`config.mk`:
```
export PLATFORM = sky130hd
export DESIGN_NAME = iob_ddr_arbiter_flat
export DESIGN_NICKNAME = d
export VERILOG_FILES = /design/src/rtl/iob_ddr_arbiter_pkg.sv /design/src/rtl/iob_ddr_arbiter_if.sv /design/src/rtl/iob_ddr_arb_sel.sv /design/src/rtl/iob_ddr_arbiter.sv /design/src/flat_wrapper.sv
export SDC_FILE = /design/constraint.sdc
export NUM_CORES = 1
export LEC_CHECK = 0
export ABC_AREA = 1
export BUFFER_PORTS_ARGS = -buffer_cell sky130_fd_sc_hd__buf_4
export CAP_MARGIN = 40
export CORE_AREA = 3 3 156 158
export DETAILED_ROUTE_END_ITERATION = 16
export DIE_AREA = 0 0 159 161
export SYNTH_ARGS = -nofsm -noshare
export SYNTH_HDL_FRONTEND = slang
export SYNTH_HIERARCHICAL = 1
export SYNTH_SLANG_ARGS = --single-unit
```
`constraint.sdc`:
```
create_clock -name clk -period 1.6 [get_ports clk]
set_input_delay 0.32 -clock clk [delete_from_list [all_inputs] [get_ports clk]]
set_output_delay 0.32 -clock clk [all_outputs]
set_load 0.01 [all_outputs]
```
`src/rtl/iob_ddr_arbiter_pkg.sv`:
```
// Shared types and AXI constants for the two-master DDR arbiter.
// State encodings, fixed single-beat burst attributes and the OKAY response code.
package iob_ddr_arbiter_pkg;

  typedef enum logic [2:0] {
    StIdle  = 3'd0,
    StWaddr = 3'd1,
    StRaddr = 3'd2,
    StWresp = 3'd3,
    StRdata = 3'd4,
    StDone  = 3'd5
  } state_e;

  localparam logic [7:0] AxiLen       = 8'd0;
  localparam logic [2:0] AxiSize      = 3'd2;
  localparam logic [1:0] AxiBurstIncr = 2'b01;
  localparam logic [3:0] AxiCache     = 4'b0011;
  localparam logic [1:0] AxiRespOkay  = 2'b00;

endpackage

```
`src/rtl/iob_ddr_arbiter_if.sv`:
```
// AXI4 bus between the arbiter (master) and the DDR memory (slave).
// Carries only the channels a single-beat master needs; no wlast.
interface iob_ddr_arbiter_if #(
  parameter int unsigned ADDR_W = 32,
  parameter int unsigned DATA_W = 32,
  parameter int unsigned ID_W   = 1
);
  logic [ID_W-1:0]     awid;
  logic [ADDR_W-1:0]   awaddr;
  logic [7:0]          awlen;
  logic [2:0]          awsize;
  logic [1:0]          awburst;
  logic                awlock;
  logic [3:0]          awcache;
  logic [2:0]          awprot;
  logic [3:0]          awqos;
  logic                awvalid;
  logic                awready;
  logic [DATA_W-1:0]   wdata;
  logic [DATA_W/8-1:0] wstrb;
  logic                wvalid;
  logic                wready;
  logic [1:0]          bresp;
  logic                bvalid;
  logic                bready;
  logic [ID_W-1:0]     arid;
  logic [ADDR_W-1:0]   araddr;
  logic [7:0]          arlen;
  logic [2:0]          arsize;
  logic [1:0]          arburst;
  logic                arlock;
  logic [3:0]          arcache;
  logic [2:0]          arprot;
  logic [3:0]          arqos;
  logic                arvalid;
  logic                arready;
  logic [DATA_W-1:0]   rdata;
  logic [1:0]          rresp;
  logic                rlast;
  logic                rvalid;
  logic                rready;

  modport master (
    output awid, awaddr, awlen, awsize, awburst, awlock, awcache, awprot, awqos, awvalid,
    input  awready,
    output wdata, wstrb, wvalid,
    input  wready,
    input  bresp, bvalid,
    output bready,
    output arid, araddr, arlen, arsize, arburst, arlock, arcache, arprot, arqos, arvalid,
    input  arready,
    input  rdata, rresp, rlast, rvalid,
    output rready
  );

  modport slave (
    input  awid, awaddr, awlen, awsize, awburst, awlock, awcache, awprot, awqos, awvalid,
    output awready,
    input  wdata, wstrb, wvalid,
    output wready,
    output bresp, bvalid,
    input  bready,
    input  arid, araddr, arlen, arsize, arburst, arlock, arcache, arprot, arqos, arvalid,
    output arready,
    output rdata, rresp, rlast, rvalid,
    input  rready
  );

endinterface

```
`src/rtl/iob_ddr_arb_sel.sv`:
```
// Grant picker for two requesters. IOB_DDR_ARB_RR_EN selects round-robin with a
// last-grant register; otherwise fixed priority (m1 over m0) and no state.
module iob_ddr_arb_sel (
  input  logic       clk,
  input  logic       reset,
  input  logic [1:0] valid,
  input  logic       idle,
  output logic       grant,
  output logic       grant_valid
);

  assign grant_valid = idle & (|valid);

`ifdef IOB_DDR_ARB_RR_EN
  logic last_q;

  // Reset to 1 so m0 wins the first contest.
  always_ff @(posedge clk) begin
    if (reset) begin
      last_q <= 1'b1;
    end else if (grant_valid) begin
      last_q <= grant;
    end
  end

  always_comb begin
    grant = valid[1];
    if (&valid) begin
      grant = ~last_q;
    end
  end
`else
  logic unused_clk_rst;
  assign unused_clk_rst = clk ^ reset;

  assign grant = valid[1];
`endif

endmodule

```
`src/rtl/iob_ddr_arbiter.sv`:
```
// Two-master native-bus to single-beat AXI4 bridge, one transaction outstanding.
// Define IOB_DDR_ARB_RR_EN for round-robin arbitration instead of m1-first priority.
module iob_ddr_arbiter
  import iob_ddr_arbiter_pkg::*;
#(
  parameter int unsigned ADDR_W   = 32,
  parameter int unsigned DATA_W   = 32,
  parameter int unsigned AXI_ID_W = 1
) (
  input  logic                clk,
  input  logic                reset,
  input  logic                m0_valid,
  input  logic [ADDR_W-1:0]   m0_addr,
  input  logic [DATA_W-1:0]   m0_wdata,
  input  logic [DATA_W/8-1:0] m0_wstrb,
  output logic [DATA_W-1:0]   m0_rdata,
  output logic                m0_ready,
  input  logic                m1_valid,
  input  logic [ADDR_W-1:0]   m1_addr,
  input  logic [DATA_W-1:0]   m1_wdata,
  input  logic [DATA_W/8-1:0] m1_wstrb,
  output logic [DATA_W-1:0]   m1_rdata,
  output logic                m1_ready,
  output logic                err,
  iob_ddr_arbiter_if.master   m_axi
);

  state_e              state_q, state_d;
  logic                aw_pend_q, aw_pend_d;
  logic                w_pend_q, w_pend_d;
  logic                err_q, err_d;
  logic                grant_q;
  logic [ADDR_W-1:0]   addr_q;
  logic [DATA_W-1:0]   wdata_q;
  logic [DATA_W/8-1:0] wstrb_q;
  logic [DATA_W-1:0]   m0_rdata_q, m1_rdata_q;
  logic                is_idle, sel_grant, sel_valid;
  logic [DATA_W/8-1:0] req_wstrb;
  logic                unused_rlast;

  assign is_idle      = (state_q == StIdle);
  assign req_wstrb    = sel_grant ? m1_wstrb : m0_wstrb;
  assign unused_rlast = m_axi.rlast;

  iob_ddr_arb_sel u_sel (
    .clk         (clk),
    .reset       (reset),
    .valid       ({m1_valid, m0_valid}),
    .idle        (is_idle),
    .grant       (sel_grant),
    .grant_valid (sel_valid)
  );

  always_comb begin
    state_d   = state_q;
    aw_pend_d = aw_pend_q;
    w_pend_d  = w_pend_q;
    err_d     = err_q;
    unique case (state_q)
      StIdle: begin
        if (sel_valid) begin
          state_d   = (req_wstrb != '0) ? StWaddr : StRaddr;
          aw_pend_d = 1'b1;
          w_pend_d  = 1'b1;
        end
      end
      StWaddr: begin
        // Address and data handshake independently; move on once both are done.
        if (m_axi.awready) aw_pend_d = 1'b0;
        if (m_axi.wready)  w_pend_d  = 1'b0;
        if (!aw_pend_d && !w_pend_d) state_d = StWresp;
      end
      StWresp: begin
        if (m_axi.bvalid) begin
          state_d = StDone;
          if (m_axi.bresp != AxiRespOkay) err_d = 1'b1;
        end
      end
      StRaddr: begin
        if (m_axi.arready) state_d = StRdata;
      end
      StRdata: begin
        if (m_axi.rvalid) begin
          state_d = StDone;
          if (m_axi.rresp != AxiRespOkay) err_d = 1'b1;
        end
      end
      StDone:  state_d = StIdle;
      default: state_d = StIdle;
    endcase
  end

  always_ff @(posedge clk) begin
    if (reset) begin
      state_q    <= StIdle;
      aw_pend_q  <= 1'b0;
      w_pend_q   <= 1'b0;
      err_q      <= 1'b0;
      grant_q    <= 1'b0;
      addr_q     <= '0;
      wdata_q    <= '0;
      wstrb_q    <= '0;
      m0_rdata_q <= '0;
      m1_rdata_q <= '0;
    end else begin
      state_q   <= state_d;
      aw_pend_q <= aw_pend_d;
      w_pend_q  <= w_pend_d;
      err_q     <= err_d;
      if (sel_valid) begin
        grant_q <= sel_grant;
        addr_q  <= sel_grant ? m1_addr : m0_addr;
        wdata_q <= sel_grant ? m1_wdata : m0_wdata;
        wstrb_q <= req_wstrb;
      end
      if (state_q == StRdata && m_axi.rvalid) begin
        if (grant_q) m1_rdata_q <= m_axi.rdata;
        else         m0_rdata_q <= m_axi.rdata;
      end
    end
  end

  assign m0_ready = (state_q == StDone) && !grant_q;
  assign m1_ready = (state_q == StDone) && grant_q;
  assign m0_rdata = m0_rdata_q;
  assign m1_rdata = m1_rdata_q;
  assign err      = err_q;

  assign m_axi.awid    = AXI_ID_W'(grant_q);
  assign m_axi.awaddr  = addr_q;
  assign m_axi.awlen   = AxiLen;
  assign m_axi.awsize  = AxiSize;
  assign m_axi.awburst = AxiBurstIncr;
  assign m_axi.awlock  = 1'b0;
  assign m_axi.awcache = AxiCache;
  assign m_axi.awprot  = '0;
  assign m_axi.awqos   = '0;
  assign m_axi.awvalid = (state_q == StWaddr) && aw_pend_q;
  assign m_axi.wdata   = wdata_q;
  assign m_axi.wstrb   = wstrb_q;
  assign m_axi.wvalid  = (state_q == StWaddr) && w_pend_q;
  assign m_axi.bready  = (state_q == StWresp);
  assign m_axi.arid    = AXI_ID_W'(grant_q);
  assign m_axi.araddr  = addr_q;
  assign m_axi.arlen   = AxiLen;
  assign m_axi.arsize  = AxiSize;
  assign m_axi.arburst = AxiBurstIncr;
  assign m_axi.arlock  = 1'b0;
  assign m_axi.arcache = AxiCache;
  assign m_axi.arprot  = '0;
  assign m_axi.arqos   = '0;
  assign m_axi.arvalid = (state_q == StRaddr);
  assign m_axi.rready  = (state_q == StRdata);

endmodule
```
`src/flat_wrapper.sv`:
```
// flat-port wrapper written by rule: the top's interface ports become plain ports
module iob_ddr_arbiter_flat import iob_ddr_arbiter_pkg::*;
#(
  parameter int unsigned ADDR_W   = 32,
  parameter int unsigned DATA_W   = 32,
  parameter int unsigned AXI_ID_W = 1
)
  (clk, reset, m0_valid, m0_addr, m0_wdata, m0_wstrb, m0_rdata, m0_ready, m1_valid, m1_addr, m1_wdata, m1_wstrb, m1_rdata, m1_ready, err, m_axi_awid, m_axi_awaddr, m_axi_awlen, m_axi_awsize, m_axi_awburst, m_axi_awlock, m_axi_awcache, m_axi_awprot, m_axi_awqos, m_axi_awvalid, m_axi_awready, m_axi_wdata, m_axi_wstrb, m_axi_wvalid, m_axi_wready, m_axi_bresp, m_axi_bvalid, m_axi_bready, m_axi_arid, m_axi_araddr, m_axi_arlen, m_axi_arsize, m_axi_arburst, m_axi_arlock, m_axi_arcache, m_axi_arprot, m_axi_arqos, m_axi_arvalid, m_axi_arready, m_axi_rdata, m_axi_rresp, m_axi_rlast, m_axi_rvalid, m_axi_rready);
  iob_ddr_arbiter_if #(.ADDR_W(ADDR_W), .DATA_W(DATA_W)) m_axi_i ();
  input  logic clk;
  input  logic reset;
  input  logic m0_valid;
  input  logic [ADDR_W-1:0] m0_addr;
  input  logic [DATA_W-1:0] m0_wdata;
  input  logic [DATA_W/8-1:0] m0_wstrb;
  output logic [DATA_W-1:0] m0_rdata;
  output logic m0_ready;
  input  logic m1_valid;
  input  logic [ADDR_W-1:0] m1_addr;
  input  logic [DATA_W-1:0] m1_wdata;
  input  logic [DATA_W/8-1:0] m1_wstrb;
  output logic [DATA_W-1:0] m1_rdata;
  output logic m1_ready;
  output logic err;
  output wire logic [$bits(m_axi_i.awid)-1:0] m_axi_awid;
  output wire logic [$bits(m_axi_i.awaddr)-1:0] m_axi_awaddr;
  output wire logic [$bits(m_axi_i.awlen)-1:0] m_axi_awlen;
  output wire logic [$bits(m_axi_i.awsize)-1:0] m_axi_awsize;
  output wire logic [$bits(m_axi_i.awburst)-1:0] m_axi_awburst;
  output wire logic [$bits(m_axi_i.awlock)-1:0] m_axi_awlock;
  output wire logic [$bits(m_axi_i.awcache)-1:0] m_axi_awcache;
  output wire logic [$bits(m_axi_i.awprot)-1:0] m_axi_awprot;
  output wire logic [$bits(m_axi_i.awqos)-1:0] m_axi_awqos;
  output wire logic [$bits(m_axi_i.awvalid)-1:0] m_axi_awvalid;
  input wire logic [$bits(m_axi_i.awready)-1:0] m_axi_awready;
  output wire logic [$bits(m_axi_i.wdata)-1:0] m_axi_wdata;
  output wire logic [$bits(m_axi_i.wstrb)-1:0] m_axi_wstrb;
  output wire logic [$bits(m_axi_i.wvalid)-1:0] m_axi_wvalid;
  input wire logic [$bits(m_axi_i.wready)-1:0] m_axi_wready;
  input wire logic [$bits(m_axi_i.bresp)-1:0] m_axi_bresp;
  input wire logic [$bits(m_axi_i.bvalid)-1:0] m_axi_bvalid;
  output wire logic [$bits(m_axi_i.bready)-1:0] m_axi_bready;
  output wire logic [$bits(m_axi_i.arid)-1:0] m_axi_arid;
  output wire logic [$bits(m_axi_i.araddr)-1:0] m_axi_araddr;
  output wire logic [$bits(m_axi_i.arlen)-1:0] m_axi_arlen;
  output wire logic [$bits(m_axi_i.arsize)-1:0] m_axi_arsize;
  output wire logic [$bits(m_axi_i.arburst)-1:0] m_axi_arburst;
  output wire logic [$bits(m_axi_i.arlock)-1:0] m_axi_arlock;
  output wire logic [$bits(m_axi_i.arcache)-1:0] m_axi_arcache;
  output wire logic [$bits(m_axi_i.arprot)-1:0] m_axi_arprot;
  output wire logic [$bits(m_axi_i.arqos)-1:0] m_axi_arqos;
  output wire logic [$bits(m_axi_i.arvalid)-1:0] m_axi_arvalid;
  input wire logic [$bits(m_axi_i.arready)-1:0] m_axi_arready;
  input wire logic [$bits(m_axi_i.rdata)-1:0] m_axi_rdata;
  input wire logic [$bits(m_axi_i.rresp)-1:0] m_axi_rresp;
  input wire logic [$bits(m_axi_i.rlast)-1:0] m_axi_rlast;
  input wire logic [$bits(m_axi_i.rvalid)-1:0] m_axi_rvalid;
  output wire logic [$bits(m_axi_i.rready)-1:0] m_axi_rready;
  assign m_axi_awid = m_axi_i.awid;
  assign m_axi_awaddr = m_axi_i.awaddr;
  assign m_axi_awlen = m_axi_i.awlen;
  assign m_axi_awsize = m_axi_i.awsize;
  assign m_axi_awburst = m_axi_i.awburst;
  assign m_axi_awlock = m_axi_i.awlock;
  assign m_axi_awcache = m_axi_i.awcache;
  assign m_axi_awprot = m_axi_i.awprot;
  assign m_axi_awqos = m_axi_i.awqos;
  assign m_axi_awvalid = m_axi_i.awvalid;
  assign m_axi_i.awready = m_axi_awready;
  assign m_axi_wdata = m_axi_i.wdata;
  assign m_axi_wstrb = m_axi_i.wstrb;
  assign m_axi_wvalid = m_axi_i.wvalid;
  assign m_axi_i.wready = m_axi_wready;
  assign m_axi_i.bresp = m_axi_bresp;
  assign m_axi_i.bvalid = m_axi_bvalid;
  assign m_axi_bready = m_axi_i.bready;
  assign m_axi_arid = m_axi_i.arid;
  assign m_axi_araddr = m_axi_i.araddr;
  assign m_axi_arlen = m_axi_i.arlen;
  assign m_axi_arsize = m_axi_i.arsize;
  assign m_axi_arburst = m_axi_i.arburst;
  assign m_axi_arlock = m_axi_i.arlock;
  assign m_axi_arcache = m_axi_i.arcache;
  assign m_axi_arprot = m_axi_i.arprot;
  assign m_axi_arqos = m_axi_i.arqos;
  assign m_axi_arvalid = m_axi_i.arvalid;
  assign m_axi_i.arready = m_axi_arready;
  assign m_axi_i.rdata = m_axi_rdata;
  assign m_axi_i.rresp = m_axi_rresp;
  assign m_axi_i.rlast = m_axi_rlast;
  assign m_axi_i.rvalid = m_axi_rvalid;
  assign m_axi_rready = m_axi_i.rready;
  iob_ddr_arbiter #(.ADDR_W(ADDR_W), .DATA_W(DATA_W), .AXI_ID_W(AXI_ID_W)) u_core (.clk(clk), .reset(reset), .m0_valid(m0_valid), .m0_addr(m0_addr), .m0_wdata(m0_wdata), .m0_wstrb(m0_wstrb), .m0_rdata(m0_rdata), .m0_ready(m0_ready), .m1_valid(m1_valid), .m1_addr(m1_addr), .m1_wdata(m1_wdata), .m1_wstrb(m1_wstrb), .m1_rdata(m1_rdata), .m1_ready(m1_ready), .err(err), .m_axi(m_axi_i));
endmodule
```
; Word-level counts from Yosys, hierarchy flattened
; Cells that the tools add are included.
[op_classes]
n_reduce_logical = 21
eq_ne = 12
mux = 22
n_bitwise = 2
[ops]
columns = operator, n
row1 = $mux 32, 2
row2 = $mux 3, 5
row3 = $pmux 3 s5, 1
row4 = $ne 2x1->1 const B, 5
row5 = $reduce_and 5->1, 2
row6 = $mux 1, 9
row7 = $reduce_bool 2->1, 4
row8 = $eq 3x2->1 const B, 2
row9 = $eq 3x3->1 const B, 2
row10 = $logic_and 1x1->1, 6
row11 = $pmux 1 s2, 3
row12 = $reduce_and 2->1, 3
row13 = $mux 4, 1
row14 = $ne 2x2->1 const B, 2
row15 = $reduce_bool 4->1, 1
row16 = $eq 3x1->1 const B, 1
row17 = $logic_not 1->1, 3
row18 = $logic_not 3->1, 1
row19 = $mux 2, 1
row20 = $reduce_or 2->1, 1
row21 = $and 1x1->1, 1
row22 = $not 1->1, 1
[word_totals]
regBits = 139
elab_cells = 67

; Logic depth before layout (Yosys ltp)
; Gate-level depths: netlist of run 1.
[depth]
word_depth = 6
depth_mapped = 14

; Cells and area by module
; The synthesis of run 1 kept the hierarchy.
[by_module_without_submodules]
columns = module, cells_per_inst, area_per_inst_um2, n_inst, seq_area_each_um2
row1 = iob_ddr_arbiter, 904, 6681.4, 1, 2782.7
row2 = iob_ddr_arb_sel, 4, 18.8, 1, 0.0

; Worst setup path before layout of run 1
; OpenSTA, ideal clock, no wires.
[synth_timing]
path_kind = register -> register
start = register u_core.state_q[0]
end = register u_core.state_q[0]
path_stages_with_launch = 14
t_arrival_ns = 1.604
period_less_slack_ns = 1.715
setup_slack_ns = -0.115
required_ns = 1.488
path_cell_list = dfxtp_1 > nor2_4 > inv_1 > nor2_1 > inv_1 > nor2_1 > buf_2 > inv_1 > nand3_1 > nand2_1 > nor2_4 > nand3_1 > nor2_1 > nor2_1
[synth_between]
elab_chain_cells = 4
word_cells_on_any_way = 13
cone_classes = eq/ne (9) / mux (1) / bitwise (1) / reduce/logical (2)
[synth_rtl]
columns = element, line
row1 = "start, declared", iob_ddr_arbiter.sv:28  ; state_e state_q, state_d;
row2 = "start signal, assigned", iob_ddr_arbiter.sv:95  ; state_q <= StIdle;
row3 = "start signal, assigned", iob_ddr_arbiter.sv:106  ; state_q <= state_d;
row4 = $logic_not 3->1, iob_ddr_arbiter.sv:41  ; assign is_idle = (state_q == StIdle);
row5 = named net u_core.is_idle, iob_ddr_arbiter.sv:37  ; logic is_idle, sel_grant, sel_valid;
row6 = $and 1x1->1, iob_ddr_arb_sel.sv:12  ; assign grant_valid = idle & (|valid);
row7 = named net u_core.sel_valid, iob_ddr_arbiter.sv:37
row8 = $ne 2x1->1 (no source line), --
row9 = $reduce_and 5->1 (no source line), --
; The timed path passes the listed nets, and every way through them passes these cells.
; A chain may end at the register's enable or synchronous reset.

; Worst setup path in the final report of run 1
[layout_timing]
start = register u_core.state_q[0]
end = register u_core.addr_q[22] (netlist: u_core/m_axi.araddr[22])
[layout_between]
elab_chain_cells = 2
[layout_rtl]
columns = element, line
row1 = $logic_not 3->1, iob_ddr_arbiter.sv:41
row2 = named net u_core.is_idle, iob_ddr_arbiter.sv:37
row3 = $and 1x1->1, iob_ddr_arb_sel.sv:12
row4 = named net u_core.sel_valid, iob_ddr_arbiter.sv:37
row5 = "end signal, assigned", iob_ddr_arbiter.sv:112  ; addr_q <= sel_grant ? m1_addr : m0_addr;
row6 = "end, declared", iob_ddr_arbiter.sv:33  ; logic [ADDR_W-1:0] addr_q;
; The timed path passes the listed nets, and every way through them passes these cells.

==> results of run 1 <==
[worst min path at each step]
| stage | startpoint | to | slack, ns |
|---|---|---|---|
| floorplan | reset | u_core/err$_SDFFE_PP0P_ | 0.39 |
| global placement | u_core/m0_rdata[0]$_SDFFE_PP0P_ | u_core/m0_rdata[0]$_SDFFE_PP0P_ | 0.43 |
| detailed placement | u_core/m0_rdata[4]$_SDFFE_PP0P_ | u_core/m0_rdata[4]$_SDFFE_PP0P_ | 0.43 |
| CTS | reset | u_core/err$_SDFFE_PP0P_ | 0.11 |
| global route | reset | u_core/err$_SDFFE_PP0P_ | 0.11 |
| finish | reset | u_core/err$_SDFFE_PP0P_ | 0.12 |
[through the flow]
stage | cell area [sq um] | cells
after global placement | 9333 | 1519
after floorplan | 6892 | 956
final | 11030 | 1582
after detailed placement | 9333 | 1519
after CTS | 10430 | 1572
after global routing | 11030 | 1582
[cell families after synthesis]
kind of cell | share of synthesized area, %
and+or+nand+nor | 17.74
DFF | 41.53
buffers and inverters | 23.01
other | 0.1121
AOI/OAI and AO/OA | 17.61
[power by group through the flow]
| stage | combinational [uW] | sequential [uW] | clock [uW] |
|---|---|---|---|
| final | 8030 | 4960 | 4140 |
| after global routing | 8640 | 5070 | 4420 |
| after CTS | 7280 | 4960 | 4250 |
| after detailed placement | 5940 | 5020 | 0 |
| after global placement | 5890 | 5010 | 0 |
| after floorplan | 3000 | 5250 | 0 |
[per-layer routing]
metal  vias up  wire length (microns)
li1       3458                      -
met1      3139                   9929
met2       231                  12150
met3        30                   1195
met4         0                    483
met5         -                      0
[cell type report]
class | instances | area, sq um | area share, %
Clock buffer | 18 | 429.2 | 3.889
Tap cell | 319 | 399.1 | 3.617
Inverter | 152 | 589.3 | 5.341
Clock inverter | 14 | 185.2 | 1.678
Timing Repair Buffer | 415 | 3649 | 33.07
Multi-Input combinational cell | 525 | 2993 | 27.12
Sequential cell | 139 | 2790 | 25.29
[critical path: stages, from the launching register on]
cell,delay [ns]
sky130_fd_sc_hd__dfxtp_2,0.33
sky130_fd_sc_hd__buf_6,0.11
sky130_fd_sc_hd__nor2_4,0.09
sky130_fd_sc_hd__inv_2,0.05
sky130_fd_sc_hd__nor2_4,0.09
sky130_fd_sc_hd__inv_2,0.05
sky130_fd_sc_hd__nor2_4,0.14
sky130_fd_sc_hd__buf_12,0.14
sky130_fd_sc_hd__buf_12,0.13
sky130_fd_sc_hd__buf_12,0.13
sky130_fd_sc_hd__buf_16,0.11
sky130_fd_sc_hd__nand3_2,0.05
sky130_fd_sc_hd__o211ai_1,0.08
sky130_fd_sc_hd__inv_1,0.05
[cell usage in the layout (no fill, tap or decap), types with 2 or more instances in the layout]
cell / netlist / layout
sky130_fd_sc_hd__buf_4: 87 / 364
sky130_fd_sc_hd__nand2_1: 159 / 158
sky130_fd_sc_hd__inv_1: 148 / 142
sky130_fd_sc_hd__dfxtp_1: 139 / 135
sky130_fd_sc_hd__a21oi_1: 68 / 68
sky130_fd_sc_hd__o211ai_1: 64 / 64
sky130_fd_sc_hd__o21ai_1: 55 / 61
sky130_fd_sc_hd__nand3_2: 0 / 52
sky130_fd_sc_hd__conb_1: 2 / 50
sky130_fd_sc_hd__clkbuf_16: 0 / 25
sky130_fd_sc_hd__nor2_1: 29 / 21
sky130_fd_sc_hd__buf_6: 12 / 16
sky130_fd_sc_hd__buf_12: 0 / 16
sky130_fd_sc_hd__nand3_1: 72 / 12
sky130_fd_sc_hd__nand3_4: 2 / 10
sky130_fd_sc_hd__nor2_4: 3 / 8
sky130_fd_sc_hd__o21ai_0: 15 / 8
sky130_fd_sc_hd__buf_8: 0 / 7
sky130_fd_sc_hd__inv_6: 0 / 5
sky130_fd_sc_hd__inv_2: 2 / 5
sky130_fd_sc_hd__buf_16: 0 / 4
sky130_fd_sc_hd__nor2_2: 1 / 4
sky130_fd_sc_hd__bufinv_16: 0 / 3
sky130_fd_sc_hd__clkinvlp_4: 0 / 3
sky130_fd_sc_hd__clkinv_4: 0 / 3
sky130_fd_sc_hd__dfxtp_2: 0 / 3
sky130_fd_sc_hd__inv_8: 0 / 2
sky130_fd_sc_hd__inv_4: 1 / 2
sky130_fd_sc_hd__nand2_4: 2 / 2
sky130_fd_sc_hd__o21ai_2: 1 / 2
sky130_fd_sc_hd__nand2_2: 2 / 2
[sequential cells by signal (all words and copies together) (netlist names)]
| name | cells |
|---|---|
| u_core/aw_pend_q | 1 |
| u_core/err | 1 |
| u_core/m0_rdata | 32 |
| u_core/m1_rdata | 32 |
| u_core/m_axi.araddr | 32 |
| u_core/m_axi.arid | 1 |
| u_core/m_axi.wdata | 32 |
| u_core/m_axi.wstrb | 4 |
| u_core/state_q | 3 |
| u_core/w_pend_q | 1 |
[timing repair]
action                                 in CTS  in global routing
gates cloned                                6                  8
buffers inserted                           15                  5
setup endpoints to repair                   7                126
resized for setup                          42                104
pin swaps                                  21                 57
endpoints found under the hold margin       0                  0
hold buffers                                0                  0
==> impl_metrics.ini, run 1 <==
[clock_network]
cts_htree_levels = 4
cts_buf_count = 17
cts.reportedPaths.clkPinSlew_ns = 0.07
clk_latency_ns = 0.42
clock_tree_from_tritoncts = yes
cts_num_sinks = 139
clk_path_buf_depth = 2
cts_root_buffer = sky130_fd_sc_hd__clkbuf_16

[synthesis]
synthFlopType = sky130_fd_sc_hd__dfxtp_1
synth_async_sr_flop_share_pct = 0
post_synth.cell_area_avg_sq_um = 7.379
synth_top_cell_by_area = sky130_fd_sc_hd__dfxtp_1
synthMostInstantiatedCell = sky130_fd_sc_hd__nand2_1
synth_cell_types = 26
yosys-top-cells-area = sky130_fd_sc_hd__dfxtp_1, sky130_fd_sc_hd__buf_4, sky130_fd_sc_hd__nand2_1
synth_enable_flop_cells = 0
netlist.area_leader.share_pct = 41.53
ys_ff_latch = 139
synth.yosys.warnings = 6
post_synth_instance_area_sq_um = 6700
post_synth_most_frequent_cells = sky130_fd_sc_hd__nand2_1, sky130_fd_sc_hd__inv_1, sky130_fd_sc_hd__dfxtp_1, sky130_fd_sc_hd__buf_4, sky130_fd_sc_hd__nand3_1
synth_seq_area_share_pct = 41.53
synthCells = 908

[final_layout]
share_of_final_layout_standard_cells_stronger_than_drive_strength_1_pct = 42.91
area.growth.synth_to_final_pct = 64.69
nNetsFinal = 1432
final.fill_count = 2329
final_core_area_utilization_pct = 47.43
antenna_cells_inserted = 0

[sta]
fin_ws_ns = -0.06820
maxSlewViolCount = 0
fin_skew_ns = 0.01367
report.final.hold_viol_count = 0
slew_limit_headroom_pct = 54.77
setup-tns-final_ns = -0.6282
finalSetupViolCount = 28
unrepaired_setup_endpoints_after_global_routing = yes
max_slew.worst_pin.slew_ns = 0.6785
fin_crit_sh_pct = 104.3
timing.hold.ws_ns = 0.1226
fmax_mhz = 599.4
layout_min_cycle_time_ns = 1.668

[drt]
drt-total-wl_microns = 23760
post-route-drc-count = 0
routed_via_density = 4.335
drtIter0Drc = 336
num_vias = 6858
postRouteAntennaNets = 0
wl_per_cell_microns = 15.02
first_pass_detailed_route_iteration_total = 5

[floorplanning]
row_count = 56
initial_core_util_pct = 28.80
die_y_microns = 161
io_pins = 406
floorplan.die_area_sq_um = 25600
floorplan_core_area_sq_um = 23260
die_width_microns = 159

[power]
seqPwrFrac_pct = 29.0
cell_internal_pwr_uw = 11090
net-switching-power_uw = 6030
total_leakage_power_uw = 0.005474
p_comb_share_pct = 46.9
cellPowerDensity_nw_per_um2 = 1552
power.ir.vdd_worst_mv = 0.6936
switching_share_pct = 35.22
pwr-share-clk_pct = 24.2
fin_total_pwr_uw = 17120

[worst_setup_path]
cp.required_ns = 1.90
crit_type = reg2reg
endpoint_kind = register
worst-endpoint-arrival_ns = 1.97
rr_worst_depth = 13
worst-path-max-fanout = 5
crit_start = u_core/state_q[0]$_SDFFE_PP0P_
worst_setup_path_start_kind = register
worst_r2r_startpoint = u_core/state_q[0]$_SDFFE_PP0P_
critical_path.endpoint = u_core/m_axi.araddr[22]$_SDFFE_PP0P_
r2r-end = u_core/m_axi.araddr[22]$_SDFFE_PP0P_
r2r_setup_slack_ns = -0.07

[place]
gp_congestion = 0.8176
buffers_on_ports = 354
place_hpwl_microns = 16280
post_placement_worst_setup_slack_ns = 0.03296

[global_route]
grt_start_max_net_pins = 82
grt_overflow = 0
grt_busiest_layer = met2
grt.met2_usage_pct = 28.79
grt_antenna_before_repair = 0
gr-usage-all-layers_pct = 16.57
gr-usage-met3_pct = 3.565
grt_pass1_wl_microns = 34110
global_route.usage.met1_pct = 20.43
grt_pass1_vias = 6206

[flow_run]
max_cap_violations = 0

[min_path]
timing.hold.worst.class = in2reg
worstHoldPathCells = 2

[status]
violations_in_the_final_reports = negative setup slack
status = finished with violations
Power figures use the tool's default switching activity.
==> run 2, diff against run 1 <==
ABC_CLOCK_PERIOD_IN_PS = 1600   (was not set)
GPL_TIMING_DRIVEN = 0   (was not set)
==> run 2 against run 1 <==
Effect of this change: largest power group unchanged; critical path depth shrank 8; worst setup slack gained 0.028 ns; global-route usage grew 2.8 points; the flow still finishes with violations (negative setup slack); first-iteration DRC count grew 18%; critical endpoint is now m_axi_wvalid; hold slack gained 0.013 ns.
==> impl_metrics.ini, run 2 (synthesis gave the netlist of run 1 again) <==
[status]
status = finished with violations
violations_in_the_final_reports = negative setup slack

[place]
place_hpwl_microns = 20100
post_placement_worst_setup_slack_ns = -0.6252
numPlacedInstances = 1629
gp_congestion = 0.8369
buffers_on_ports = 354

[clock_network]
cts_root_buffer = sky130_fd_sc_hd__clkbuf_16
cts.reportedPaths.clkPinSlew_ns = 0.06
clk_latency_ns = 0.41
cts_num_sinks = 139
clock_tree_from_tritoncts = yes
cts_buf_count = 17
cts_htree_levels = 4
cts-hold-fix-buffers = 0
clk_path_buf_depth = 2

[drt]
drtIter0Drc = 398
routed_via_density = 4.305
post-route-drc-count = 0
postRouteAntennaNets = 0
wl_per_cell_microns = 15.61
drt-total-wl_microns = 26410
first_pass_detailed_route_iteration_total = 5
num_vias = 7284

[min_path]
worst_hold_path.endpoint = u_core/err$_SDFFE_PP0P_
worstHoldPathCells = 2
timing.hold.worst.class = in2reg
timing.hold.worst.start = reset

[worst_setup_path]
endpoint_kind = output pin
critical-path-top-cell-by-count = sky130_fd_sc_hd__buf_4
worst_setup_path_start_kind = register
cp.required_ns = 1.28
crit_type = reg2out
crit_chain = buf_4 -> nor2_4 -> inv_2 -> nor2_1 -> buf_4
r2r-end = u_core/m_axi.araddr[22]$_SDFFE_PP0P_
r2r_setup_slack_ns = -0.02
worst_r2r_startpoint = u_core/state_q[1]$_SDFFE_PP0P_
cpPeakStageDelay_ns = 0.37
worst-path-max-fanout = 4
cp_slowest_cell = sky130_fd_sc_hd__dfxtp_4
rr_worst_depth = 12
worst-endpoint-arrival_ns = 1.32

[sta]
report.final.hold_viol_count = 0
unrepaired_setup_endpoints_after_global_routing = yes
fmax_mhz = 609.6
fin_skew_ns = 0.01036
fin_crit_sh_pct = 102.5
timing.hold.ws_ns = 0.1351
setup-tns-final_ns = -0.1370
finalSetupViolCount = 12
fin_ws_ns = -0.04050
maxSlewViolCount = 0
layout_min_cycle_time_ns = 1.641

[flow_run]
max_cap_violations = 0

[final_layout]
antenna_cells_inserted = 0
nNetsFinal = 1542
layout.cells.non_filler = 1692
area.growth.synth_to_final_pct = 70.34
layout.cells.most_common = sky130_fd_sc_hd__buf_4
share_of_final_layout_standard_cells_stronger_than_drive_strength_1_pct = 44.65
layout.cells.most_common_list = sky130_fd_sc_hd__buf_4, sky130_fd_sc_hd__nand2_1, sky130_fd_sc_hd__inv_1, sky130_fd_sc_hd__dfxtp_1, sky130_fd_sc_hd__a21oi_1

[floorplanning]
floorplan.die_area_sq_um = 25600
floorplan_core_area_sq_um = 23260
row_count = 56
initial_core_util_pct = 28.80
die_width_microns = 159
io_pins = 406
die_y_microns = 161

[global_route]
grt_start_max_net_pins = 17
grt_pass1_vias = 6962
grt_overflow = 0
grt_pass1_wl_microns = 39330
gr-usage-all-layers_pct = 19.34
grt_antenna_before_repair = 0

[power]
total_leakage_power_uw = 0.005872
cellPowerDensity_nw_per_um2 = 1523
power.ir.vdd_worst_mv = 0.6115
fin_total_pwr_uw = 17380
## run 2: cell types whose count changed in the layout (fill, tap and decap cells not counted), sizes merged
cell	previous run	this run
buf	407	508
clkinvlp	3	4
clkinv	4	3
clkbuf	26	35
## run 2: repair_timing
action                                  in CTS  in global routing
endpoints found under the setup margin      80                 81
cloned                                       0                  8
resized for setup                           56                 72
endpoints found under the hold margin        0                  0
setup buffers                               12                 12
pin swaps                                   13                 56
## run 2: final cells by class
class                   count  area, sq um
plain buffers             139         1134
clock inverters            14        186.4
flip-flops and latches    139         2795
multi-input cells         525         2793
inverters                 152        580.6
fillers                  2378        11850
repair buffers            386         3097
clock buffers              18        429.2
well taps                 319        399.1
## run 2: worst max path at each step
stage	cells past startpoint	from	slack (ns)	to
floorplan	13	u_core/state_q[1]$_SDFFE_PP0P_	-0.03	u_core/state_q[0]$_SDFFE_PP0P_
global placement	10	u_core/state_q[0]$_SDFFE_PP0P_	-0.61	u_core/m_axi.wdata[7]$_SDFFE_PP0P_
detailed placement	10	u_core/state_q[0]$_SDFFE_PP0P_	-0.63	u_core/m_axi.wdata[7]$_SDFFE_PP0P_
CTS	7	u_core/state_q[2]$_SDFFE_PP0P_	-0.10	m_axi_awvalid
global route	14	u_core/state_q[1]$_SDFFE_PP0P_	-0.13	u_core/state_q[0]$_SDFFE_PP0P_
finish	5	u_core/state_q[1]$_SDFFE_PP0P_	-0.04	m_axi_wvalid
## run 2: metrics by stage
step / util, % / area, sq um
4_1_cts: 46.55 / 10830
3_5_place_dp: 42.77 / 9948
6_report: 49.06 / 11410
5_1_grt: 49.06 / 11410
2_1_floorplan: - / 6892
3_3_place_gp: 42.77 / 9948
## run 2: worst max-delay path: cells and delay by family, from the launching register on
family	cells	cell delay, ns
simple gates	2	0.20
buf+inv	3	0.34
flops	1	0.37
## run 2: metal layers
layer	global-route usage (%)	share of wire, %	vias to the layer above
met4	5.770	1.8	0
met2	32.90	50	243
met5	0	0	-
li1	-	-	3679
met1	24.85	43	3333
met3	4.001	5.4	29
## run 2: report_power, final
part	internal (uW)	total (uW)	switching (uW)
Combinational	4430	8260	3820
Sequential	4340	5000	663
Clock	2490	4120	1630
